### src/rtl/pipelined_add_sub.sv
// Chunked, pipelined adder/subtractor: STAGES ripple segments of N/STAGES bits with a
// global-stall valid/ready handshake and registered result flags.
module pipelined_add_sub #(
  parameter int unsigned N      = 32,
  parameter int unsigned STAGES = 4
) (
  input  logic         clk,
  input  logic         rst_n,
  input  logic         in_valid,
  output logic         in_ready,
  input  logic [N-1:0] A,
  input  logic [N-1:0] B,
  input  logic         sub,
  output logic         out_valid,
  input  logic         out_ready,
  output logic [N-1:0] sum,
  output logic         carry_out,
  output logic         overflow,
  output logic         zero,
  output logic         negative,
  output logic         busy
);

  localparam int unsigned W  = (STAGES == 0) ? N : N / STAGES;
  localparam int unsigned W1 = W + 1;

  if (N < 2 || STAGES < 1 || STAGES > N || (N % STAGES) != 0) begin : g_bad_params
    $error("pipelined_add_sub: illegal N/STAGES combination");
  end

  logic              advance;
  logic [STAGES-1:0] v_vec;
  logic [N-1:0]      b_eff;

  assign b_eff = B ^ {N{sub}};

  for (genvar k = 0; k < STAGES; k++) begin : g_stage
    localparam int unsigned LO = k * W;
    localparam int unsigned HI = LO + W;

    // Operand bits still to be summed by this and later stages
    logic [N-1:LO] a_in;
    logic [N-1:LO] b_in;
    logic          c_in;
    logic          z_in;
    logic          v_in;
    logic [W1-1:0] add_c;
    logic [HI-1:0] s_d;
    logic          z_d;

    logic          v_q;
    logic          c_q;
    logic          z_q;
    logic [HI-1:0] s_q;

    if (k == 0) begin : g_head
      assign a_in = A;
      assign b_in = b_eff;
      assign c_in = sub;
      assign z_in = 1'b1;
      assign v_in = in_valid;
      assign s_d  = add_c[W-1:0];
    end else begin : g_tail
      assign a_in = g_stage[k-1].g_fwd.a_q;
      assign b_in = g_stage[k-1].g_fwd.b_q;
      assign c_in = g_stage[k-1].c_q;
      assign z_in = g_stage[k-1].z_q;
      assign v_in = g_stage[k-1].v_q;
      assign s_d  = {add_c[W-1:0], g_stage[k-1].s_q};
    end

    assign add_c = W1'(a_in[HI-1:LO]) + W1'(b_in[HI-1:LO]) + W1'(c_in);
    assign z_d   = z_in & (add_c[W-1:0] == '0);

    // Payload only loads for valid operations so bubbles leave data untouched
    always_ff @(posedge clk or negedge rst_n) begin
      if (!rst_n) begin
        v_q <= 1'b0;
        c_q <= 1'b0;
        z_q <= 1'b0;
        s_q <= '0;
      end else if (advance) begin
        v_q <= v_in;
        if (v_in) begin
          c_q <= add_c[W];
          z_q <= z_d;
          s_q <= s_d;
        end
      end
    end

    assign v_vec[k] = v_q;

    if (k < STAGES - 1) begin : g_fwd
      logic [N-1:HI] a_q;
      logic [N-1:HI] b_q;

      always_ff @(posedge clk or negedge rst_n) begin
        if (!rst_n) begin
          a_q <= '0;
          b_q <= '0;
        end else if (advance && v_in) begin
          a_q <= a_in[N-1:HI];
          b_q <= b_in[N-1:HI];
        end
      end
    end else begin : g_last
      logic ovf_d;
      logic ovf_q;

      // Carry into the MSB equals a^b^sum at that bit
      assign ovf_d = a_in[N-1] ^ b_in[N-1] ^ add_c[W-1] ^ add_c[W];

      always_ff @(posedge clk or negedge rst_n) begin
        if (!rst_n) begin
          ovf_q <= 1'b0;
        end else if (advance && v_in) begin
          ovf_q <= ovf_d;
        end
      end
    end
  end

  assign out_valid = v_vec[STAGES-1];
  assign advance   = !out_valid || out_ready;
  assign in_ready  = advance;
  assign busy      = |v_vec;
  assign sum       = g_stage[STAGES-1].s_q;
  assign carry_out = g_stage[STAGES-1].c_q;
  assign zero      = g_stage[STAGES-1].z_q;
  assign overflow  = g_stage[STAGES-1].g_last.ovf_q;
  assign negative  = sum[N-1];

endmodule

### config.mk
export PLATFORM = sky130hd
export DESIGN_NAME = pipelined_add_sub
export DESIGN_NICKNAME = d
export VERILOG_FILES = /design/src/rtl/pipelined_add_sub.sv
export SDC_FILE = /design/constraint.sdc
export NUM_CORES = 1
export LEC_CHECK = 0
export ABC_AREA = 0
export BUFFER_PORTS_ARGS = -buffer_cell sky130_fd_sc_hd__buf_2
export CORE_AREA = 10 10 142 144
export CTS_CLUSTER_SIZE = 12
export DETAILED_ROUTE_END_ITERATION = 10
export DIE_AREA = 0 0 152 154
export GPL_ROUTABILITY_DRIVEN = 0
export PLACE_DENSITY = 0.72
export SYNTH_ARGS = -nofsm -noshare
export SYNTH_HDL_FRONTEND = slang
export SYNTH_SLANG_ARGS = --single-unit
### constraint.sdc
create_clock -name clk -period 2.2 [get_ports clk]
set_input_delay 0.55 -clock clk [delete_from_list [all_inputs] [get_ports clk]]
set_output_delay 0.55 -clock clk [all_outputs]
set_load 0.1 [all_outputs]
Word level (Yosys, flattened, before mapping) --
Cells that the tools add are included.
Word-level totals: register bits after elaboration 189, word-level logic and storage cells 53, bits of input ports 69
Operators by class: add/subtract/negate cells 8, reduce and logical (&&, ||, !) cells 15, bitwise logic cells 7
Operator list (count):
- $add 8x8->9 | 4
- $add 9x1->9 | 4
- $logic_not 8->1 | 4
- $xor 32x32->32 | 1
- $reduce_and 2->1 | 4
- $logic_and 1x1->1 | 4
- $reduce_or 4->1 | 1
- $and 1x1->1 | 3
- $xor 1x1->1 | 3
- $logic_not 1->1 | 1
- $logic_or 1x1->1 | 1

Longest topological paths before layout --
word-level depth 4, gate-level depth with buffers 10, depth with buffers taken out 9

Worst setup path after synthesis --
OpenSTA, ideal clock, no wires.
kind input to register, start in sub, end reg g_stage[0].z_q, setup slack -564 ps, data required time 2134 ps, stages on the path 10, arrival 2698 ps, path through clkbuf_2 > buf_1 > xor2_1 > fa_1 > a211oi_1 > nor3b_1 > o21a_1 > nor2_1 > xor2_1 > a41o_1
On the way: word-level cells in the longest chain between the ends 4
RTL lines:
- start, declared | line 13 | input logic sub,
- $xor 32x32->32 | line 35 | assign b_eff = B ^ {N{sub}};
- $add 8x8->9 | line 72 | assign add_c = W1'(a_in[HI-1:LO]) + W1'(b_in[HI-1:LO]) + W1'(c_in);
- $add 9x1->9 (*) | line 72
- $logic_not 8->1 (*) | line 73 | assign z_d = z_in & (add_c[W-1:0] == '0);
- end signal, assigned | line 86 | z_q <= z_d;
- end, declared | line 53 | logic z_q;
Mark *: on every way between the ends. The rest lies on a longest branch, timed or not. A chain may end at the register's enable or synchronous reset.

Final worst setup path --
start reg g_stage[1].g_fwd.a_q[16] (netlist bit), end reg g_stage[2].z_q
On the way: word-level cells in the longest chain between the ends 4
RTL lines:
- start, declared | line 95 | logic [N-1:HI] a_q;
- start signal, assigned | line 103 | a_q <= a_in[N-1:HI];
- $add 8x8->9 | line 72
- $add 9x1->9 | line 72
- $logic_not 8->1 | line 73
- $and 1x1->1 | line 73
- end signal, assigned | line 86
- end, declared | line 53
Every way passes these cells.

==> results.md <==
- The async set or reset register ratio after synthesis is 100%.
- The number of vias after detailed routing is 5551.
- The initial antenna violation count is 1.
- Of the total power, the share spent switching nets is 42.4%.
- The critical path capture point type is a register.
- The maximum cell stage delay along the critical path is 0.42 ns.
- The first-pass GRT wire length is 29400 um.
- The cell with the most instances on the worst path is fa_2.
- The number of hold-repair buffers added at the cts stage is 0.
- The wire-length estimate of the detail-placed layout is 12800 um.
- The arrival time at the worst endpoint is 2.67 ns.
- The final-stage net count is 963.
- The diode insertion count for antenna repair is 0.
- The type of the worst setup path is reg -> reg.
- The number of I/O pins is 108.
- The area share of the leading cell type in the synthesized netlist is 55.9%.
- Sorting the synthesized cells by how often they occur yields dfrtp_1, nand2_1, mux2_2.
- Setup repair after global routing could not meet its margin everywhere.
- The number of DRC violations after detailed-routing iteration 0 is 330.
- The type of element launching the critical path is a register.
- Cells with a size suffix above 1 make up 37.5% of the layout.
- The setup TNS after final layout is -0.157 ns.
- Entering global routing, the biggest net connects 65 pins.
- The synthesized netlist net count is 819.
- The required time at the worst-slack endpoint is 2.56 ns.
- The remaining antenna violation count after routing is 0.
- The width of the die is 152 um.
- The CTS tree is built.
- Each instance of the synthesized netlist takes up on average 11.8 um2.
- The worst ir drop on vdd is 1.78 mV.
- Ranked by total cell area, the synthesized netlist is headed by dfrtp_1, mux2_2, nand2_1, ha_1, xnor2_1.
- Across all setup checks in the final design, the least slack found is -0.112 ns.
- The number of buffers and inverters on the critical path is 0.
- The total of flip-flops plus latches after synthesis is 189.
- Counting the fill cells in the layout gives 1438.
- Sequential cells burn 32.8% of the power.
- Setup slack on the worst reg-to-reg path comes out at -0.11 ns.
- The share of the core filled with cells is 60.4%.
- In this run the static leakage power is 4.95 nW.
- The total clock buffers created by CTS is 17.
- The starting density of the core is 49.2%.
- The ratio of routed vias to standard cells is 5.06.
- The startpoint of the lowest-slack register-to-register path is g_stage[1].g_fwd.a_q[16].
- The floorplan step defined a die boundary enclosing 23400 um2.
- The row count is 48.
- On the final layout, the worst clock skew is 0.0101 ns.
- The buffer type at the clock tree root is clkbuf_16.
- Counting flops with a built-in enable in the synthesized netlist gives 0.
- The cell area after technology mapping is 8450 um2.
- The area of the core is 17200 um2.
- The number of remaining DRC errors is 0.
- The register clock-pin slew on the reported worst setup and hold paths is 0.06 ns.
- For this run, the top clock speed supported by timing is 432 MHz.
- The master of the slowest instance on the critical path is fa_2.
- The vertical extent of the die is 154 um.
- The commonest register cell after synthesis is dfrtp_1.
- The number of instances in the synthesized netlist is 715.
- The final critical delay including setup and external delays is 2.31 ns.
- The number of warnings printed during yosys synthesis is 0.
- The cell depth of the worst flop-to-flop path is 8.
- The critical path runs through a total of 8 cells.
- The H-tree depth reported by CTS is 4.
- On the critical path the largest part of the delay comes from adder cells.
- The number of global-route vias before repair is 5838.
- The largest driver fanout on the critical path is 3.
- Relative to the synthesized area, the layout overhead comes to 22.7%.
- The cell with the most instances after synthesis is dfrtp_1.
- In this run the critical register-to-register path is captured at g_stage[2].z_q.
- The tree built by TritonCTS fans out to 189 sinks.
- The maximum number of buffers from clock root to sink is 2.
- The detailed-routing iteration count for the pre-antenna-repair pass is 5.
- The clock network burns 16.6% of the power.
- For this run, the total global-route usage over all layers was measured as 15.3%.
- The run finished, with violations left.
- The classification of the worst-slack hold path is in -> async.
- The worst slew margin relative to its limit is 62.3%.
- Cell internal power was estimated by the tool at 10.3 mW.
- For the worst-skew pair, the clock arrives at the later sink with an insertion delay of 0.43 ns.
- The library cell occupying the most area in the post-synthesis netlist is dfrtp_1.
- The count of buffers inserted at the top-level ports is 107.
- The final-report setup violation count is 3.
- The overall overflow remaining after global route is 0.
- The routed design has 17600 um of wire.
- The netlist uses 38 different library cells.
- Of the synthesized area, sequential elements account for 55.9%.
- The number of slew-limit violations in the final report came to 0.
- For the pin with the worst max-slew slack, the measured transition is 0.566 ns.
- The signal on the critical path passes through fa_2 -> fa_2 -> a21o_1 -> a21oi_2 -> xor2_1 -> nor4b_4 -> and3_1 -> a22o_1.
- For this design the ratio of total power to cell area is 1720 nW/um2.
- The final worst-path cycle share is 105%.
- The checks that failed: negative setup slack.
- The analysis attributes to net switching a power of 7.58 mW.
- In the final routed layout, each cell accounts on average for 16.1 um.
- The number of endpoints with negative hold slack in the final report is 0.
- The part of the total power dissipated in combinational logic is 50.6%.
- Across the run, the number of max-cap violations was 0.
[kinds of logic after synthesis]
group                      count (synthesis)  synth area share [%]
DFF                                      189                  55.9
and+or+nand+nor                          180                  8.61
AOI/OAI and AO/OA                        110                  7.68
muxes                                    107                  14.2
xor gates and xnor gates                  56                  5.80
buffers and inverters                     38                  1.92
adders and majority gates                 35                  5.80
[layer usage]
layer  track usage [%]  up-vias  part of all wire (%)
li1                  -     2738                     -
met1              19.3     2702                    46
met2              25.1       89                    49
met3              3.57       20                   3.6
met4              5.50        2                   1.7
met5                 0        -                 0.040
[power by group through the flow]
stage	registers, mW	logic (mW)	clock network [mW]
finish	5.86	9.04	2.96
global route	6.04	9.78	3.18
CTS	5.88	8.76	3.03
detailed placement	5.93	8.36	0
global placement	5.87	8.20	0
floorplan	7.88	4.31	0
[area by class of cell]
class | instances | area (um2) | share of cell area [%]
clock inverters | 11 | 118 | 1.13
well taps | 225 | 282 | 2.71
flip-flops and latches | 189 | 4730 | 45.6
multi-input cells | 488 | 3710 | 35.7
repair buffers | 158 | 1060 | 10.3
inverters | 5 | 18.8 | 0.181
clock buffers | 21 | 450 | 4.34
[worst max path at each step]
stage / start / to / slack (ns)
global placement: sub / g_stage[0].z_q / -0.13
CTS: g_stage[1].g_fwd.b_q[16] / g_stage[2].z_q / -0.14
floorplan: sub / g_stage[0].z_q / -0.15
detailed placement: sub / g_stage[0].z_q / -0.19
finish: g_stage[1].g_fwd.a_q[16] / g_stage[2].z_q / -0.11
global route: g_stage[1].g_fwd.a_q[16] / g_stage[2].z_q / -0.23
[flip-flops by register name, indices dropped and copies added (netlist names), 3 cells and up]
name	count
g_stage.z_q	3
sum	32
g_stage.v_q	3
g_stage.g_fwd.a_q	48
g_stage.s_q	48
g_stage.c_q	3
g_stage.g_fwd.b_q	48
[stage by stage]
step | worst slack (ns) | cell area [um2] | std cells | hold slack [ns] | total power [mW]
after floorplan | -0.148 | 8500 | 715 | 0.254 | 12.2
after global placement | -0.126 | 9610 | 1058 | 0.456 | 14.1
after detailed placement | -0.194 | 9610 | 1058 | 0.458 | 14.3
final | -0.112 | 10400 | 1097 | 0.131 | 17.9
after CTS | -0.140 | 10300 | 1094 | 0.142 | 17.7
after global routing | -0.226 | 10400 | 1097 | 0.158 | 19.0
[cell usage in the layout (no fill, tap or decap), types with 3 or more instances in the layout]
| cell | instances |
|---|---|
| dfrtp_1 | 188 |
| nand2_1 | 138 |
| mux2_2 | 105 |
| buf_2 | 104 |
| o21ai_0 | 46 |
| buf_4 | 41 |
| xnor2_1 | 34 |
| ha_1 | 28 |
| xor2_1 | 19 |
| nor2_1 | 18 |
| clkbuf_16 | 17 |
| a21oi_1 | 11 |
| buf_12 | 10 |
| o21a_1 | 8 |
| o21bai_1 | 7 |
| a21oi_2 | 7 |
| a21o_1 | 7 |
| fa_2 | 7 |
| a211oi_2 | 6 |
| o21ai_1 | 6 |
| inv_1 | 5 |
| clkinv_2 | 5 |
| and2_1 | 4 |
| o21ai_2 | 3 |
| nand3_1 | 3 |
| clkbuf_1 | 3 |
[what timing repair did]
action                                  in CTS  in global routing
resized for setup                           19                 22
buffers inserted                             4                  4
cloned                                       0                  0
pin swaps                                    7                 13
endpoints found under the setup margin      13                 14
Note: power is estimated with default switching activity, not from simulation.
